File: config.mk
export PLATFORM = sky130hd
export DESIGN_NAME = id_ex_stage_register_flat
export DESIGN_NICKNAME = d
export VERILOG_FILES = /design/src/rtl/id_ex_stage_register_if.sv /design/src/rtl/id_ex_stage_register.sv /design/src/flat_wrapper.sv
export SDC_FILE = /design/constraint.sdc
export NUM_CORES = 1
export LEC_CHECK = 0
export BUFFER_PORTS_ARGS = -buffer_cell sky130_fd_sc_hd__clkbuf_2
export CORE_MARGIN = 8
export CORE_UTILIZATION = 44
export DETAILED_ROUTE_END_ITERATION = 12
export GPL_TIMING_DRIVEN = 0
export PLACE_DENSITY_LB_ADDON = 0.05
export SETUP_SLACK_MARGIN = 0.4
export SKIP_CTS_REPAIR_TIMING = 1
export SLEW_MARGIN = 20
export SYNTH_ARGS = -nofsm -noshare
export SYNTH_HDL_FRONTEND = slang
export SYNTH_SLANG_ARGS = --single-unit
File: constraint.sdc
create_clock -name clk -period 3.1 [get_ports clk]
set_input_delay 0.31 -clock clk [delete_from_list [all_inputs] [get_ports clk]]
set_output_delay 0.31 -clock clk [all_outputs]
set_load 0.02 [all_outputs]
File: src/rtl/id_ex_stage_register_if.sv
// ID-to-EX bus: decoded operands and control from ID, registered copies toward EX.
// The master drives the id_* side and observes ex_*; the slave is the pipeline register.
interface id_ex_stage_register_if #(
   parameter int unsigned DATA_W = 32,
   parameter int unsigned REG_AW = 5
);
   localparam int unsigned SHAMT_W = 5;
   localparam int unsigned CTRL_W  = 10;

   logic                id_valid;
   logic [DATA_W-1:0]   id_pc_plus4;
   logic [DATA_W-1:0]   id_rs_data;
   logic [DATA_W-1:0]   id_rt_data;
   logic [DATA_W-1:0]   id_sign_imm;
   logic [REG_AW-1:0]   id_rs_addr;
   logic [REG_AW-1:0]   id_rt_addr;
   logic [REG_AW-1:0]   id_rd_addr;
   logic [SHAMT_W-1:0]  id_shamt;
   logic [CTRL_W-1:0]   id_ctrl;
   logic                id_zero_ext;

   logic                ex_valid;
   logic [DATA_W-1:0]   ex_pc_plus4;
   logic [DATA_W-1:0]   ex_rs_data;
   logic [DATA_W-1:0]   ex_rt_data;
   logic [DATA_W-1:0]   ex_imm;
   logic [REG_AW-1:0]   ex_rs_addr;
   logic [REG_AW-1:0]   ex_rt_addr;
   logic [REG_AW-1:0]   ex_write_reg;
   logic [SHAMT_W-1:0]  ex_shamt;
   logic [CTRL_W-1:0]   ex_ctrl;

   modport master (
      output id_valid, id_pc_plus4, id_rs_data, id_rt_data, id_sign_imm,
             id_rs_addr, id_rt_addr, id_rd_addr, id_shamt, id_ctrl, id_zero_ext,
      input  ex_valid, ex_pc_plus4, ex_rs_data, ex_rt_data, ex_imm,
             ex_rs_addr, ex_rt_addr, ex_write_reg, ex_shamt, ex_ctrl
   );

   modport slave (
      input  id_valid, id_pc_plus4, id_rs_data, id_rt_data, id_sign_imm,
             id_rs_addr, id_rt_addr, id_rd_addr, id_shamt, id_ctrl, id_zero_ext,
      output ex_valid, ex_pc_plus4, ex_rs_data, ex_rt_data, ex_imm,
             ex_rs_addr, ex_rt_addr, ex_write_reg, ex_shamt, ex_ctrl
   );
endinterface

File: src/rtl/id_ex_stage_register.sv
// ID/EX pipeline register of the MIPS core: captures decoded operands, detects
// load-use hazards, inserts bubbles on hazard or flush, and counts bubbles.
module id_ex_stage_register #(
   parameter int unsigned DATA_W = 32,
   parameter int unsigned REG_AW = 5,
   parameter int unsigned CNT_W  = 16
) (
   input  logic                 clk,
   input  logic                 reset,
   input  logic                 stall_in,
   input  logic                 flush,
   id_ex_stage_register_if.slave bus,
   output logic                 load_use_stall,
   output logic [CNT_W-1:0]     bubble_count
);
   localparam int unsigned SHAMT_W      = 5;
   localparam int unsigned CTRL_W       = 10;
   localparam int unsigned IMM_W        = 16;
   localparam int unsigned MEM_READ_BIT = 1;
   localparam int unsigned REG_DST_BIT  = 5;

   logic                bubble;
   logic                rt_hit;
   logic [DATA_W-1:0]   ext_imm;
   logic [REG_AW-1:0]   dest_reg;

   logic                nxt_valid;
   logic [DATA_W-1:0]   nxt_pc_plus4;
   logic [DATA_W-1:0]   nxt_rs_data;
   logic [DATA_W-1:0]   nxt_rt_data;
   logic [DATA_W-1:0]   nxt_imm;
   logic [REG_AW-1:0]   nxt_rs_addr;
   logic [REG_AW-1:0]   nxt_rt_addr;
   logic [REG_AW-1:0]   nxt_write_reg;
   logic [SHAMT_W-1:0]  nxt_shamt;
   logic [CTRL_W-1:0]   nxt_ctrl;
   logic [CNT_W-1:0]    nxt_count;

   // Load in EX whose target is read by the instruction now in ID; $zero never hazards.
   always_comb begin
      rt_hit         = (bus.ex_rt_addr == bus.id_rs_addr) ||
                       (bus.ex_rt_addr == bus.id_rt_addr);
      load_use_stall = bus.ex_valid && bus.ex_ctrl[MEM_READ_BIT] &&
                       (bus.ex_rt_addr != '0) && bus.id_valid && rt_hit;
      bubble         = flush || load_use_stall;
   end

   // Operand shaping resolved at capture time.
   always_comb begin
      ext_imm  = bus.id_zero_ext ? DATA_W'(bus.id_sign_imm[IMM_W-1:0]) : bus.id_sign_imm;
      dest_reg = bus.id_ctrl[REG_DST_BIT] ? bus.id_rd_addr : bus.id_rt_addr;
   end

   // Next-state: bubble or capture; stall/reset are applied in the register process.
   always_comb begin
      nxt_valid     = bus.ex_valid;
      nxt_pc_plus4  = bus.ex_pc_plus4;
      nxt_rs_data   = bus.ex_rs_data;
      nxt_rt_data   = bus.ex_rt_data;
      nxt_imm       = bus.ex_imm;
      nxt_rs_addr   = bus.ex_rs_addr;
      nxt_rt_addr   = bus.ex_rt_addr;
      nxt_write_reg = bus.ex_write_reg;
      nxt_shamt     = bus.ex_shamt;
      nxt_ctrl      = bus.ex_ctrl;
      nxt_count     = bubble_count;

      if (bubble) begin
         nxt_valid     = 1'b0;
         nxt_pc_plus4  = '0;
         nxt_rs_data   = '0;
         nxt_rt_data   = '0;
         nxt_imm       = '0;
         nxt_rs_addr   = '0;
         nxt_rt_addr   = '0;
         nxt_write_reg = '0;
         nxt_shamt     = '0;
         nxt_ctrl      = '0;
         if (bubble_count != '1) begin
            nxt_count = bubble_count + CNT_W'(1);
         end
      end else begin
         nxt_valid     = bus.id_valid;
         nxt_pc_plus4  = bus.id_pc_plus4;
         nxt_rs_data   = bus.id_rs_data;
         nxt_rt_data   = bus.id_rt_data;
         nxt_imm       = ext_imm;
         nxt_rs_addr   = bus.id_rs_addr;
         nxt_rt_addr   = bus.id_rt_addr;
         nxt_write_reg = dest_reg;
         nxt_shamt     = bus.id_shamt;
         nxt_ctrl      = bus.id_valid ? bus.id_ctrl : '0;
      end
   end

   // State register: reset beats stall, stall freezes everything including the counter.
   always_ff @(posedge clk) begin
      if (reset) begin
         bus.ex_valid     <= 1'b0;
         bus.ex_pc_plus4  <= '0;
         bus.ex_rs_data   <= '0;
         bus.ex_rt_data   <= '0;
         bus.ex_imm       <= '0;
         bus.ex_rs_addr   <= '0;
         bus.ex_rt_addr   <= '0;
         bus.ex_write_reg <= '0;
         bus.ex_shamt     <= '0;
         bus.ex_ctrl      <= '0;
         bubble_count     <= '0;
      end else if (!stall_in) begin
         bus.ex_valid     <= nxt_valid;
         bus.ex_pc_plus4  <= nxt_pc_plus4;
         bus.ex_rs_data   <= nxt_rs_data;
         bus.ex_rt_data   <= nxt_rt_data;
         bus.ex_imm       <= nxt_imm;
         bus.ex_rs_addr   <= nxt_rs_addr;
         bus.ex_rt_addr   <= nxt_rt_addr;
         bus.ex_write_reg <= nxt_write_reg;
         bus.ex_shamt     <= nxt_shamt;
         bus.ex_ctrl      <= nxt_ctrl;
         bubble_count     <= nxt_count;
      end
   end
endmodule

File: src/flat_wrapper.sv
// flat-port wrapper written by rule: the top's interface ports become plain ports
module id_ex_stage_register_flat 
#(
   parameter int unsigned DATA_W = 32,
   parameter int unsigned REG_AW = 5,
   parameter int unsigned CNT_W  = 16
)
  (clk, reset, stall_in, flush, load_use_stall, bubble_count, bus_id_valid, bus_id_pc_plus4, bus_id_rs_data, bus_id_rt_data, bus_id_sign_imm, bus_id_rs_addr, bus_id_rt_addr, bus_id_rd_addr, bus_id_shamt, bus_id_ctrl, bus_id_zero_ext, bus_ex_valid, bus_ex_pc_plus4, bus_ex_rs_data, bus_ex_rt_data, bus_ex_imm, bus_ex_rs_addr, bus_ex_rt_addr, bus_ex_write_reg, bus_ex_shamt, bus_ex_ctrl);
  id_ex_stage_register_if #(.DATA_W(DATA_W), .REG_AW(REG_AW)) bus_i ();
  input  logic clk;
  input  logic reset;
  input  logic stall_in;
  input  logic flush;
  output logic load_use_stall;
  output logic [CNT_W-1:0] bubble_count;
  input wire logic [$bits(bus_i.id_valid)-1:0] bus_id_valid;
  input wire logic [$bits(bus_i.id_pc_plus4)-1:0] bus_id_pc_plus4;
  input wire logic [$bits(bus_i.id_rs_data)-1:0] bus_id_rs_data;
  input wire logic [$bits(bus_i.id_rt_data)-1:0] bus_id_rt_data;
  input wire logic [$bits(bus_i.id_sign_imm)-1:0] bus_id_sign_imm;
  input wire logic [$bits(bus_i.id_rs_addr)-1:0] bus_id_rs_addr;
  input wire logic [$bits(bus_i.id_rt_addr)-1:0] bus_id_rt_addr;
  input wire logic [$bits(bus_i.id_rd_addr)-1:0] bus_id_rd_addr;
  input wire logic [$bits(bus_i.id_shamt)-1:0] bus_id_shamt;
  input wire logic [$bits(bus_i.id_ctrl)-1:0] bus_id_ctrl;
  input wire logic [$bits(bus_i.id_zero_ext)-1:0] bus_id_zero_ext;
  output wire logic [$bits(bus_i.ex_valid)-1:0] bus_ex_valid;
  output wire logic [$bits(bus_i.ex_pc_plus4)-1:0] bus_ex_pc_plus4;
  output wire logic [$bits(bus_i.ex_rs_data)-1:0] bus_ex_rs_data;
  output wire logic [$bits(bus_i.ex_rt_data)-1:0] bus_ex_rt_data;
  output wire logic [$bits(bus_i.ex_imm)-1:0] bus_ex_imm;
  output wire logic [$bits(bus_i.ex_rs_addr)-1:0] bus_ex_rs_addr;
  output wire logic [$bits(bus_i.ex_rt_addr)-1:0] bus_ex_rt_addr;
  output wire logic [$bits(bus_i.ex_write_reg)-1:0] bus_ex_write_reg;
  output wire logic [$bits(bus_i.ex_shamt)-1:0] bus_ex_shamt;
  output wire logic [$bits(bus_i.ex_ctrl)-1:0] bus_ex_ctrl;
  assign bus_i.id_valid = bus_id_valid;
  assign bus_i.id_pc_plus4 = bus_id_pc_plus4;
  assign bus_i.id_rs_data = bus_id_rs_data;
  assign bus_i.id_rt_data = bus_id_rt_data;
  assign bus_i.id_sign_imm = bus_id_sign_imm;
  assign bus_i.id_rs_addr = bus_id_rs_addr;
  assign bus_i.id_rt_addr = bus_id_rt_addr;
  assign bus_i.id_rd_addr = bus_id_rd_addr;
  assign bus_i.id_shamt = bus_id_shamt;
  assign bus_i.id_ctrl = bus_id_ctrl;
  assign bus_i.id_zero_ext = bus_id_zero_ext;
  assign bus_ex_valid = bus_i.ex_valid;
  assign bus_ex_pc_plus4 = bus_i.ex_pc_plus4;
  assign bus_ex_rs_data = bus_i.ex_rs_data;
  assign bus_ex_rt_data = bus_i.ex_rt_data;
  assign bus_ex_imm = bus_i.ex_imm;
  assign bus_ex_rs_addr = bus_i.ex_rs_addr;
  assign bus_ex_rt_addr = bus_i.ex_rt_addr;
  assign bus_ex_write_reg = bus_i.ex_write_reg;
  assign bus_ex_shamt = bus_i.ex_shamt;
  assign bus_ex_ctrl = bus_i.ex_ctrl;
  id_ex_stage_register #(.DATA_W(DATA_W), .REG_AW(REG_AW), .CNT_W(CNT_W)) u_core (.clk(clk), .reset(reset), .stall_in(stall_in), .flush(flush), .bus(bus_i), .load_use_stall(load_use_stall), .bubble_count(bubble_count));
endmodule
After elaboration in Yosys (flattened, before gate mapping)
Index checks and enable logic that the tools add are counted.
- input bits: 164
- flip-flop bits (word level): 175
- reductions and logical operators: 8
- bitwise operators: 1
- equality and inequality tests: 3
- multiplexer cells: 13
- add/sub/neg operators: 1
- operator list (operator ; number):
    $mux 32 ; 5
    $mux 5 ; 5
    $mux 10 ; 2
    $add 16x1->16 const B ; 1
    $ne 16x16->1 const B ; 1
    $eq 5x5->1 ; 2
    $reduce_bool 5->1 ; 1
    $logic_and 1x1->1 ; 4
    $reduce_and 3->1 ; 1
    $logic_or 1x1->1 ; 2
    $mux 1 ; 1
    $not 1->1 ; 1

Longest topological paths before layout
Gate-level depths: netlist of the first run.
- word-level depth: 6
- depth in mapped cells: 8
- gate-level depth less buffers: 7

Least setup slack after synthesis of the first run
Ideal clock, no wire load.
- kind: register to register
- start: register u_core.bus.ex_rt_addr[0] (netlist bit)
- end: register u_core.bus.ex_imm[21]
- path buffers: 1
- slack: 0.793 ns
- cell stages (with the launch flop): 8
- arrival time: 2.247 ns
- required time: 3.040 ns
- cell sequence: dfxtp_1 or4_1 o2111ai_2 inv_2 a211oi_2 nor3b_4 buf_4 a22o_1
- cells in the longest elaborated chain, start to end: 6
- ends and longest elaborated chain (element ; RTL line ; RTL):
    start, declared ; id_ex_stage_register_if.sv:44 ; ex_rs_addr, ex_rt_addr, ex_write_reg, ex_shamt, ex_ctrl
    start signal, assigned ; id_ex_stage_register.sv:117 ; bus.ex_rt_addr <= nxt_rt_addr;
    $reduce_bool 5->1 ; id_ex_stage_register.sv:44 ; (bus.ex_rt_addr != '0) && bus.id_valid && rt_hit;
    $logic_and 1x1->1 ; id_ex_stage_register.sv:43 ; load_use_stall = bus.ex_valid && bus.ex_ctrl[MEM_READ_BIT] &&
    $logic_and 1x1->1 ; id_ex_stage_register.sv:44 ;
    $logic_and 1x1->1 * ; id_ex_stage_register.sv:44 ;
    $logic_or 1x1->1 * ; id_ex_stage_register.sv:45 ; bubble = flush || load_use_stall;
    $mux 32 * ; id_ex_stage_register.sv:68 ; if (bubble) begin
    end signal, assigned ; id_ex_stage_register.sv:115 ; bus.ex_imm <= nxt_imm;
    end, declared ; id_ex_stage_register_if.sv:43 ; output ex_valid, ex_pc_plus4, ex_rs_data, ex_rt_data, ex_imm,
Mark *: on every way between the ends. The rest lies on a longest branch, timed or not.
A chain may end at the register's enable or synchronous reset.

Final worst setup path of the first run
- start: register u_core.bus.ex_rt_addr[0] (netlist bit)
- end: register u_core.bus.ex_pc_plus4[15]
- cells in the longest elaborated chain, start to end: 6
- ends and longest elaborated chain (element ; RTL line ; RTL):
    $reduce_bool 5->1 ; id_ex_stage_register.sv:44 ;
    $logic_and 1x1->1 ; id_ex_stage_register.sv:43 ;
    $logic_and 1x1->1 ; id_ex_stage_register.sv:44 ;
    $logic_and 1x1->1 * ; id_ex_stage_register.sv:44 ;
    $logic_or 1x1->1 * ; id_ex_stage_register.sv:45 ;
    $mux 32 * ; id_ex_stage_register.sv:68 ;
    end signal, assigned ; id_ex_stage_register.sv:112 ; bus.ex_pc_plus4 <= nxt_pc_plus4;
    end, declared ; id_ex_stage_register_if.sv:43 ;
Marks and branches as above.

==> results of run 1 <==
[worst max-delay path by stage]
stage,to,from,slack (ns),cells past startpoint
after floorplan,u_core.bus.ex_imm[21],u_core.bus.ex_rt_addr[0],0.79,7
after global placement,u_core.bus.ex_rs_data[24],u_core.bus.ex_rt_addr[0],0.36,8
after detailed placement,u_core.bus.ex_rs_data[24],u_core.bus.ex_rt_addr[0],0.31,8
after CTS,u_core.bus.ex_imm[7],u_core.bus.ex_rt_addr[0],0.28,8
after global routing,u_core.bus.ex_pc_plus4[26],u_core.bus.ex_rt_addr[0],0.41,8
final,u_core.bus.ex_pc_plus4[15],u_core.bus.ex_rt_addr[0],0.58,8
[layout by cell type, fill, tap and decap left out, types with 2 or more instances in the layout]
| master | n |
|---|---|
| a21oi_1 | 11 |
| a22o_1 | 16 |
| a22oi_1 | 132 |
| and3_1 | 2 |
| and4_1 | 2 |
| buf_1 | 2 |
| buf_2 | 8 |
| buf_4 | 3 |
| bufinv_16 | 5 |
| clkbuf_1 | 43 |
| clkbuf_16 | 17 |
| clkbuf_2 | 336 |
| clkbuf_8 | 4 |
| clkinv_2 | 3 |
| dfxtp_1 | 175 |
| inv_1 | 6 |
| mux2_2 | 6 |
| mux2i_1 | 10 |
| nand2_1 | 12 |
| nand3_1 | 8 |
| nand4_1 | 4 |
| nor2_1 | 147 |
| nor2b_1 | 2 |
| nor4_1 | 3 |
| o211ai_1 | 5 |
| o21ai_0 | 6 |
| o31ai_1 | 4 |
| or2_2 | 2 |
| or3_1 | 6 |
| or4_1 | 6 |
| xnor2_1 | 10 |
| xor2_1 | 2 |
[power breakdown]
part | internal (W) | switching (W)
sequential | 0.00233 | 0.0000482
combinational | 0.000227 | 0.000347
clock | 0.00152 | 0.000855
[cells by family after synthesis]
| kind of cell | Yosys count | share of synthesized area [%] |
|---|---|---|
| adders and majority gates | 1 | 0.201 |
| muxes | 16 | 2.69 |
| buffers and inverters | 61 | 3.92 |
| xor gates and xnor gates | 12 | 1.69 |
| DFF | 175 | 56.3 |
| and+or+nand+nor | 197 | 13.6 |
| AOI/OAI and AO/OA | 180 | 21.6 |
[metrics by stage]
stage	total power, W	worst slack [ns]	cell area [µm²]	instances	util (%)
after detailed placement	0.00300	0.307	8130	1158	58.8
final	0.00532	0.584	8820	1192	63.8
after floorplan	0.00273	0.793	6220	642	-
after global routing	0.00552	0.412	8820	1192	63.8
after global placement	0.00299	0.360	8130	1158	58.8
after CTS	0.00536	0.280	8790	1190	63.6
[cell type report]
cell class | count | share of cell area [%]
clock buffers | 22 | 5.49
multi-input cells | 406 | 28.1
well taps | 180 | 2.55
clock inverters | 10 | 2.06
repair buffers | 338 | 19.2
plain buffers | 54 | 2.50
flip-flops and latches | 175 | 39.7
inverters | 7 | 0.298
[per-layer routing]
metal | vias up | part of all wire, % | wire length (µm) | GRT usage [%]
met5 | - | 0 | 0 | 0
met4 | 0 | 2.6 | 566 | 9.17
met3 | 30 | 10 | 2210 | 9.92
met2 | 246 | 49 | 10700 | 39.8
met1 | 2828 | 39 | 8610 | 25.5
li1 | 3034 | - | - | -
[worst reg2reg max path, delay by kind of cell (launching register included)]
kind | cells | cell delay (ns)
buffers and inverters | 3 | 0.66
AO/OA/AOI/OAI | 3 | 0.75
flip-flops | 1 | 0.37
AND/OR/NAND/NOR | 2 | 0.67
==> summary.md, run 1 <==
| Metric | Value |
|---|---|
| Outcome | `complete, no violations` |
| DRC viols | `0` |
| CP bufs+invs | `3` |
| Most frequent cell after synthesis | `dfxtp_1` |
| H-tree depth | `4` |
| Clock Path Buffers | `2` |
| Cells after synthesis | `642` |
| Worst path arrival time | `2.87 ns` |
| Clock skew | `0.00692 ns` |
| Count of buffers from port buffering | `336` |
| Slew Viols, Final | `0` |
| Final Hold Vio Count | `0` |
| Crit-path cells | `or4_1, o2111ai_2, inv_2, a211oi_4, buf_4, clkbuf_1, a22oi_1, nor2_1` |
| Critical Path Max Stage Delay | `0.56 ns` |
| R2r endpoint | `u_core.bus.ex_pc_plus4[15]` |
| CP Capture Type | `flip-flop` |
| Share of cells above drive strength 1 | `38.6%` |
| Clock slew at reported path FFs | `0.06 ns` |
| Post-synth top cells | `dfxtp_1, nor2_1, a22oi_1, clkbuf_1, a22o_1` |
| WL per Instance | `18.5 µm` |
| Area leader, netlist | `dfxtp_1` |
| ANT cells | `0` |
| Pre-antenna DRT Iters | `5` |
| Post-synth top area share | `56.3%` |
| Antenna Violating Nets Remaining | `0` |
| Later-pin clock latency in the skew report | `0.42 ns` |
| RSZ-0062 raised after global routing | `no` |
| Register area | `3500 µm²` |
| Leak | `4.13 nW` |
| Average size of a mapped cell | `9.69 µm²` |
| F_max | `0.398 GHz` |
| Crit Path Class | `reg -> reg` |
| Yosys cell types | `38` |
| Min-delay worst type | `in -> reg` |
| Die Y-Extent | `135 µm` |
| Setup violators final | `0` |
| Peak VDD IR | `0.378 mV` |
| Max-Cap Viols | `0` |
| Layout area overhead | `41.7%` |
| Nets | `1,164` |
| Via count | `6,138` |
| Die width | `135 µm` |
| Largest net degree at the start of global routing | `17` |
| CP top delay family | `compound AO/OA/AOI/OAI gates` |
| Syn Nets | `807` |
| Multi-input logic area | `2480 µm²` |
| Req. time, crit path | `3.45 ns` |
| CTS root buffer | `clkbuf_16` |
| Final Cycle Share | `81.1%` |
| Reg-to-reg startpoint | `u_core.bus.ex_rt_addr[0]` |
| Synth Warn # | `0` |
| Largest fanout on the critical path | `10` |
| First-pass GRT wire length | `33.5 mm` |
| Startpoint class of the critical path | `flip-flop` |
| Worst Hold End | `u_core.bus.ex_imm[30]` |
| Num CTS Buffers | `17` |
| Post-synth EDFFs | `0` |
| Seq/Total Area, Yosys | `56.3%` |
| Final min period | `2.52 ns` |
| Vias in the first global route | `6,106` |
| Pwr Density | `603 nW/µm²` |
| CTS tree | `built` |
| Initial antenna violation count | `0` |
| DR vias/cell | `5.15` |
| Total routed wirelength | `22.1 mm` |
| R2r worst-path depth | `8` |
| Starting DRT DRC Count | `390` |
| Worst path slowest cell | `or4_1` |
| HPWL after DPL | `17.4 mm` |
| GRT Resource Usage Total | `23.5%` |
| HP Start | `bus_id_sign_imm[30]` |
| Relative slew slack | `47.9%` |
| FILL cells | `1,230` |
| Cell area after synthesis | `6220 µm²` |
| # IOs | `340` |
| Hold WS | `0.113 ns` |
| Fin Setup TNS | `0 ns` |
| Global placement routability congestion | `0.815` |
| Asr flop ratio synth | `0%` |
| Std cell rows | `43` |
| Worst R2R Setup Slack | `0.58 ns` |
| GR Overflow Total | `0` |
| Hold Path Stages | `2` |
| Main synth FF type | `dfxtp_1` |
| Starting density of the core | `45.0%` |
| Worst Max-Slew Pin Slew | `0.782 ns` |
| DIE AREA | `18,200 µm²` |
| Clk sinks | `175` |
| Area contributors post-synth | `dfxtp_1, a22oi_1, nor2_1, clkbuf_1, a22o_1` |
| Area of the core | `13,800 µm²` |
| Seq cells post-synth | `175` |
(Power assumes the default switching activity.)
==> run 2, diff against run 1 <==
ABC_AREA = 1   (was not set)
CORE_UTILIZATION = 45   (was 44)
clock period = 2.6 ns   (was 3.1 ns; I/O delays follow)
==> run 2 against run 1 <==
Sequential cell count stayed put. Synthesized area rose by 15%. Final area rose by 11%. Global-route usage grew 1.8 points.
==> summary.md, run 2 <==
| Metric | Value |
|---|---|
| Clock skew | `0.00656 ns` |
| Clk sinks | `175` |
| Post-synth top area share | `48.8%` |
| Worst path arrival time | `1.80 ns` |
| RSZ-0062 raised after global routing | `no` |
| Die width | `142 µm` |
| HPWL after DPL | `20.7 mm` |
| Relative slew slack | `53.7%` |
| CTS tree | `built` |
| Global placement routability congestion | `0.861` |
| Yosys cell types | `22` |
| Outcome | `complete, no violations` |
| Post-synth top cells | `nand2_1, a21oi_1, dfxtp_1, nand4_1, clkbuf_1` |
| F_max | `0.485 GHz` |
| Asr flop ratio synth | `0%` |
| Syn Nets | `1,108` |
| Synth Warn # | `0` |
| Clock slew at reported path FFs | `0.07 ns` |
| Req. time, crit path | `2.34 ns` |
| Nets | `1,470` |
| DIE AREA | `20,300 µm²` |
| CP Capture Type | `output port` |
| CTS root buffer | `clkbuf_16` |
| Crit Path Class | `reg -> out` |
| Worst Max-Slew Pin Slew | `0.694 ns` |
| Initial antenna violation count | `1` |
| Largest net degree at the start of global routing | `17` |
| First-pass GRT wire length | `40.2 mm` |
| Pwr Density | `621 nW/µm²` |
| Antenna Violating Nets Remaining | `0` |
| Seq/Total Area, Yosys | `48.8%` |
| Setup violators final | `0` |
| Peak VDD IR | `0.431 mV` |
| Total routed wirelength | `27.1 mm` |
| Share of cells above drive strength 1 | `31.5%` |
| WL per Instance | `17.6 µm` |
| DRC viols | `0` |
| Main synth FF type | `dfxtp_1` |
| H-tree depth | `4` |
| Cells after synthesis | `943` |
| Min-delay worst type | `in -> reg` |
| Average size of a mapped cell | `7.62 µm²` |
| Leading cell type in the layout, fill and taps excluded | `clkbuf_2` |
| Cell area after synthesis | `7180 µm²` |
| Setup ws final | `0.536 ns` |
| Final Cycle Share | `79.4%` |
| Power Total | `0.00608 W` |
| Max-Cap Viols | `0` |
| Clock Path Buffers | `2` |
| Pre-antenna DRT Iters | `5` |
| Via count | `7,992` |
| Leak | `4.36 nW` |
| DP Worst Slack | `0.654 ns` |
| Num CTS Buffers | `17` |
| Most frequent cell after synthesis | `nand2_1` |
| Area contributors post-synth | `dfxtp_1, nand4_1, nand2_1, a21oi_1, clkbuf_1` |
| Layout area overhead | `36.3%` |
| GRT Resource Usage Total | `25.3%` |
| Area leader, netlist | `dfxtp_1` |
| Seq cells post-synth | `175` |
| Largest fanout on the critical path | `10` |
| Startpoint class of the critical path | `flip-flop` |
| Final Hold Vio Count | `0` |
| Later-pin clock latency in the skew report | `0.43 ns` |
| Area of the core | `15,800 µm²` |
| Die Y-Extent | `142 µm` |
| Slew Viols, Final | `0` |
| Final min period | `2.06 ns` |
| Starting DRT DRC Count | `426` |
| Starting density of the core | `45.5%` |
| Std cell rows | `46` |
| Count of buffers from port buffering | `336` |
| Most frequent cells in the layout | `clkbuf_2, nand2_1, a21oi_1` |
| Fin Setup TNS | `0 ns` |
| GR Overflow Total | `0` |
| Post-synth EDFFs | `0` |
| Vias in the first global route | `7,400` |
| Hold WS | `0.0792 ns` |
| Fin util | `62.1%` |
| # IOs | `340` |
| DR vias/cell | `5.21` |
## run 2: changes by cell type in the layout (fill, tap and decap cells not counted), sizes merged, moves of 17 or more
| cell | delta |
|---|---|
| a21oi | +164 |
| nor2 | -106 |
| nand3 | +17 |
| nand2 | +232 |
| inv | +25 |
| nand4 | +148 |
| a22oi | -132 |
| buf | +37 |
## run 2: power by group
| part | leakage (nW) | total [W] | internal (W) | switching (W) |
|---|---|---|---|---|
| clock network | 0.274 | 0.00249 | 0.00136 | 0.00113 |
| logic | 2.65 | 0.000759 | 0.000267 | 0.000491 |
| registers | 1.43 | 0.00283 | 0.00277 | 0.0000556 |
| total | 4.36 | 0.00608 | 0.00440 | 0.00168 |
## run 2: path summary, 6_finish.rpt
| check | start | to | slack (ns) | cells after the start |
|---|---|---|---|---|
| setup / recovery | u_core.bus.ex_rt_addr[4] | load_use_stall | 0.54 | 11 |
| hold / removal | bus_id_rt_data[28] | u_core.bus.ex_rt_data[28] | 0.08 | 3 |
| setup reg to reg | u_core.bubble_count[0] | u_core.bubble_count[8] | 0.80 | 10 |
| hold reg to reg | u_core.bus.ex_rt_data[25] | u_core.bus.ex_rt_data[25] | 0.46 | 2 |
## run 2: cell type report
class                      count  area (µm²)
clock inverter                14         133
clock buffer                  18         439
timing repair buffer         343        1740
buffer                        91         448
sequential                   175        3510
inverter                      29         109
tap                          216         270
fill                        1559        5980
multi-input combinational    648        3140
antenna                        1        2.50
## run 2: cells by family (layout without fill, tap and decap cells)
logic type	count (synthesis)	after routing	synth area share (%)
and+or+nand+nor	464	464	30.4
AOI/OAI and AO/OA	179	179	12.5
DFF	175	175	48.8
buffers and inverters	120	495	7.63
xor gates and xnor gates	2	2	0.244
muxes	2	2	0.314
adders and majority gates	1	1	0.174
other	0	1	0
## run 2: critical path: stages, from the launching register on
cell,delay [ns]
dfxtp_4,0.37
inv_1,0.05
nand2_1,0.05
nand2_1,0.05
nor2_1,0.10
nand3_1,0.10
nand2_2,0.11
nand2_4,0.09
buf_12,0.14
buf_6,0.13
inv_1,0.05
buf_4,0.13
## run 2: through the flow
| stage | instances | cell area [µm²] |
|---|---|---|
| floorplan | 943 | 7180 |
| global placement | 1495 | 9140 |
| detailed placement | 1495 | 9140 |
| CTS | 1527 | 9710 |
| global route | 1535 | 9790 |
| finish | 1535 | 9790 |
## run 2: routing by layer
metal / part of all wire, % / GRT usage [%] / wire length (µm)
met5: 0 / 0 / 0
met4: 2.1 / 8.72 / 557
met3: 9.6 / 8.29 / 2610
met2: 48 / 42.5 / 13000
met1: 40 / 29.8 / 10900
